`config.mk`:
```
export PLATFORM = sky130hd
export DESIGN_NAME = mux4_rr_arbiter
export DESIGN_NICKNAME = d
export VERILOG_FILES = /design/src/rtl/mux4_rr_arbiter.sv
export SDC_FILE = /design/constraint.sdc
export NUM_CORES = 1
export LEC_CHECK = 0
export ABC_CLOCK_PERIOD_IN_PS = 1800
export CAP_MARGIN = 20
export CORE_MARGIN = 4
export CORE_UTILIZATION = 37
export DETAILED_ROUTE_END_ITERATION = 12
export GPL_TIMING_DRIVEN = 0
export PLACE_DENSITY = 0.8
export REMOVE_ABC_BUFFERS = 1
export SLEW_MARGIN = 20
export SYNTH_ARGS = -nofsm -noshare
export SYNTH_HDL_FRONTEND = slang
export SYNTH_SLANG_ARGS = --single-unit
```
`constraint.sdc`:
```
create_clock -name clk -period 1.8 [get_ports clk]
set_input_delay 0.36 -clock clk [delete_from_list [all_inputs] [get_ports clk]]
set_output_delay 0.36 -clock clk [all_outputs]
set_load 0.005 [all_outputs]
```
`src/rtl/mux4_rr_arbiter.sv`:
```
// Round-robin arbiter that shares a 4:1 mux output channel between four
// requesters, streaming up to BURST beats per grant over a valid/ready link.
module mux4_rr_arbiter #(
   parameter int DATA_W = 8,
   parameter int BURST  = 4
) (
   input  logic                  clk,
   input  logic                  rst,
   input  logic [3:0]            req,
   input  logic [4*DATA_W-1:0]   din,
   input  logic                  out_ready,
   output logic                  out_valid,
   output logic [DATA_W-1:0]     out_data,
   output logic [1:0]            sel,
   output logic [3:0]            gnt,
   output logic [3:0]            ack,
   output logic                  busy
);

   localparam int CNT_W = $clog2(BURST) + 1;

   localparam logic [0:0] IDLE  = 1'b0;
   localparam logic [0:0] GRANT = 1'b1;

   logic [0:0]       state;
   logic [1:0]       ptr;
   logic [1:0]       winner;
   logic [CNT_W-1:0] cnt;
   logic             xfer;
   logic             grant_end;

   // Scan from the farthest offset down so the nearest requester to ptr wins.
   always_comb begin
      winner = ptr;
      for (int k = 3; k >= 0; k--) begin
         if (req[ptr + 2'(k)]) winner = ptr + 2'(k);
      end
   end

   always_comb begin
      out_data = din[DATA_W-1:0];
      case (sel)
         2'd0: out_data = din[0*DATA_W +: DATA_W];
         2'd1: out_data = din[1*DATA_W +: DATA_W];
         2'd2: out_data = din[2*DATA_W +: DATA_W];
         2'd3: out_data = din[3*DATA_W +: DATA_W];
         default: out_data = din[DATA_W-1:0];
      endcase
   end

   // Handshake: a beat moves on any cycle where out_valid and out_ready are
   // both high at the rising edge; out_valid follows req[sel] while granted.
   assign busy      = (state == GRANT);
   assign out_valid = busy & req[sel];
   assign xfer      = out_valid & out_ready;
   assign ack       = xfer ? gnt : 4'b0000;
   assign grant_end = busy & (~req[sel] | (xfer & (cnt == CNT_W'(BURST - 1))));

   always_ff @(posedge clk or posedge rst) begin
      if (rst) begin
         state <= IDLE;
         ptr   <= 2'd0;
         sel   <= 2'd0;
         gnt   <= 4'b0000;
         cnt   <= '0;
      end else begin
         case (state)
            IDLE: begin
               if (|req) begin
                  sel   <= winner;
                  gnt   <= 4'b0001 << winner;
                  cnt   <= '0;
                  state <= GRANT;
               end
            end
            GRANT: begin
               if (grant_end) begin
                  state <= IDLE;
                  gnt   <= 4'b0000;
                  ptr   <= sel + 2'd1;
               end else if (xfer) begin
                  cnt <= cnt + 1'b1;
               end
            end
            default: state <= IDLE;
         endcase
      end
   end

endmodule
```
==> results of run 1 <==
[through the flow]
stage / hold WS [ps] / total power, mW
floorplan: 225 / 1.28
global placement: 466 / 1.93
detailed placement: 501 / 1.98
CTS: 420 / 2.48
global route: 442 / 2.77
finish: 406 / 2.57
[cell usage after synthesis (all sizes together), types with 2 or more instances]
cell type   n  area, sq um
a21boi      2         26.3
a21o        2         15.0
a21oi       2         10.0
a222oi      8         80.1
a32o        2         20.0
and2        5         32.5
and2b       2         17.5
clkbuf      4         15.0
dfrtp      12          300
ha          6         75.1
inv        13         48.8
mux2        2         22.5
mux2i      11          110
nand2       5         18.8
nor2        4         17.5
nor2b       2         12.5
o21ai       4         20.0
o2bb2ai     2         17.5
o31ai       2         15.0
[layer usage]
metal / global-route usage / routed length [um] / vias to the layer above
li1: - / - / 528
met1: 0.202 / 1320 / 510
met2: 0.390 / 1720 / 55
met3: 0.0610 / 422 / 6
met4: 0.0485 / 57 / 0
met5: 0 / 0 / -
[critical path: cells and delay by family, from the launching register on]
family,cells,cell delay (ps)
mux,1,550
flops,1,450
simple gates,2,340
buf+inv,2,220
[flip-flops by register name (all words and copies together), names as in the netlist]
register	count
ptr	2
busy	1
gnt	4
cnt	3
sel	2
[final cells by class]
class / instances / area [sq um] / area share
timing repair buffer: 74 / 684 / 0.381
multi-input combinational: 72 / 683 / 0.380
sequential: 12 / 303 / 0.169
inverter: 13 / 51.3 / 0.0286
tap: 30 / 37.5 / 0.0209
clock buffer: 4 / 36.3 / 0.0202
[timing repair]
item	CTS	global route
endpoints found under the hold margin	0	0
endpoints found under the setup margin	17	20
pin swaps	13	8
gates resized for setup	73	12
hold buffers	0	0
setup buffers	14	3
[where the power goes]
group | switching [mW] | internal (mW)
sequential | 0.139 | 0.389
clock | 0.0878 | 0.123
combinational | 0.739 | 1.10
total | 0.966 | 1.61
[path summary, 6_finish.rpt]
path                                         start                  to  slack (ps)  cells after the start
min in group clk                cnt[0]$_DFFE_PP0P_  cnt[0]$_DFFE_PP0P_         510                      1
worst min-delay path                           rst  ptr[1]$_DFFE_PP0P_         410                      2
worst max-delay path            sel[1]$_DFFE_PP0P_              ack[1]        -390                      5
max in group asynchronous                      rst  sel[1]$_DFFE_PP0P_        1050                      2
worst min register to register  cnt[0]$_DFFE_PP0P_  cnt[0]$_DFFE_PP0P_         510                      1
worst max register to register  sel[1]$_DFFE_PP0P_  ptr[1]$_DFFE_PP0P_        -110                      5
[cell families after synthesis]
group	after synthesis	share of synthesized area
compound gates	28	0.245
fa+ha+maj	6	0.0769
buf+inv	17	0.0654
flops	12	0.308
mux	14	0.159
simple gates	24	0.146
==> summary.md, run 1 <==
| Metric | Value |
|---|---|
| Yosys warns | 0 |
| Yosys reg bits | 12 |
| Area post-placement | 1580 sq um |
| DP Cell Count | 185 |
| Setup CP Type | flip-flop to output port |
| Final worst path period need | 2190 ps |
| Worst setup SP type | flip-flop |
| Final Cycle Share | 1.22 |
| Area Overhead vs Synth | 84.0% |
| CP endpoint kind | output port |
| Clock H-tree levels | 1 |
| Max incr delay on CP | 550 ps |
| TritonCTS clock tree | done |
| Power per cell area | 1430 nW/um^2 |
| Fraction of layout cells with a size suffix above 1 | 0.326 |
| Fin cells | 205 |
| Mapped Cells | 101 |
| Row count | 18 |
| Pins over their slew limit | 0 |
| Dpl ws | -849 ps |
| Outcome | complete, but fails checks |
| Arr. time, crit path | 1830 ps |
| Die width | 59.4 um |
| First-pass GRT wire length | 5390 um |
| First DRT Iteration DRCs | 101 |
| Final instance area | 1800 sq um |
| RePlAce Congestion | 0.805 |
| Final nets | 221 |
| Max-cap viol count | 0 |
| Residual DRC | 0 |
| Core area | 2500 sq um |
| Fillcell total | 189 |
| WL/cell | 17.2 um |
| Clock Tree Buf Depth | 2 |
| Post-synth EDFFs | 0 |
| VDD IR-drop max | 1.14 mV |
| CTS Root Cell | clkbuf_4 |
| Commonest cells after routing, fill and taps aside | 41 x clkdlybuf4s50_1, 11 x mux2i_1, 11 x inv_1 |
| Top_reg_cell synth | dfrtp_1 |
| Starting Density | 0.390 |
| Full die area | 3520 sq um |
| Initial antenna violation count | 0 |
| Failing checks | negative setup slack |
| Worst path cell trace | mux4_2 -> and3_4 -> buf_6 -> and2_4 -> buf_6 |
| Clock latency at the later pin of the worst-skew pair | 260 ps |
| Post-DR vias/cell | 5.36 |
| Commonest non-fill, non-tap cell in the layout | clkdlybuf4s50_1 |
| Post-synth cell types | 33 |
| Routed Antenna Nets | 0 |
| Total iterations of the first detailed-routing run | 6 |
| Final hold viol count | 0 |
| Sequential cell area fraction in the yosys report | 0.308 |
| Clk_skew | 2.76 ps |
| Total number of vias | 1099 |
| Syn avg cell area | 9.66 sq um |
| Vias in the first global route | 1195 |
| HP Class | primary input to async pin |
| Number of port buffers | 58 |
| Largest net degree at the start of global routing | 13 |
| Total CTS buffers | 3 |
| Fmax | 456 MHz |
| I/O pin count | 59 |
| CP most frequent cell | buf_6 |
| TNS Setup | -3940 ps |
| Hpwl dp | 2570 um |
| CTS Sinks | 12 |
| Slew headroom | 0.509 |
| Mapped Area | 976 sq um |
| N_diodes | 0 |
| CP required | 1440 ps |
| Clock Pin Slew Worst Setup and Hold Paths | 80 ps |
| DRT Wirelength | 3520 um |
| Unrepaired setup endpoints after global routing | true |
| GRT Residual Overflow | 0 |
| Utilization after layout | 0.718 |
| Crit-path slowest cell | mux4_2 |
| LEAKAGE | 0.830 nW |
| Worst Tran Pin Value | 736 ps |
| Fraction of registers with async set/reset | 1.00 |
| Crit Path Max Fanout | 5 |
| Setup-failing EPs final | 19 |
| Die Y | 59.4 um |
| Setup WS post-layout | -391 ps |
| Total Routing Usage GR | 0.200 |
(Power assumes the default switching activity.)
==> inputs of run 2 (changes only) <==
--- a/config.mk
+++ b/config.mk
@@ -13,7 +13,6 @@
 export GPL_TIMING_DRIVEN = 0
 export PLACE_DENSITY = 0.8
 export REMOVE_ABC_BUFFERS = 1
-export SLEW_MARGIN = 20
 export SYNTH_ARGS = -nofsm -noshare
 export SYNTH_HDL_FRONTEND = slang
 export SYNTH_SLANG_ARGS = --single-unit
==> results of run 2 <==
No change in the layout: final DEF, timing and power equal those of run 1.
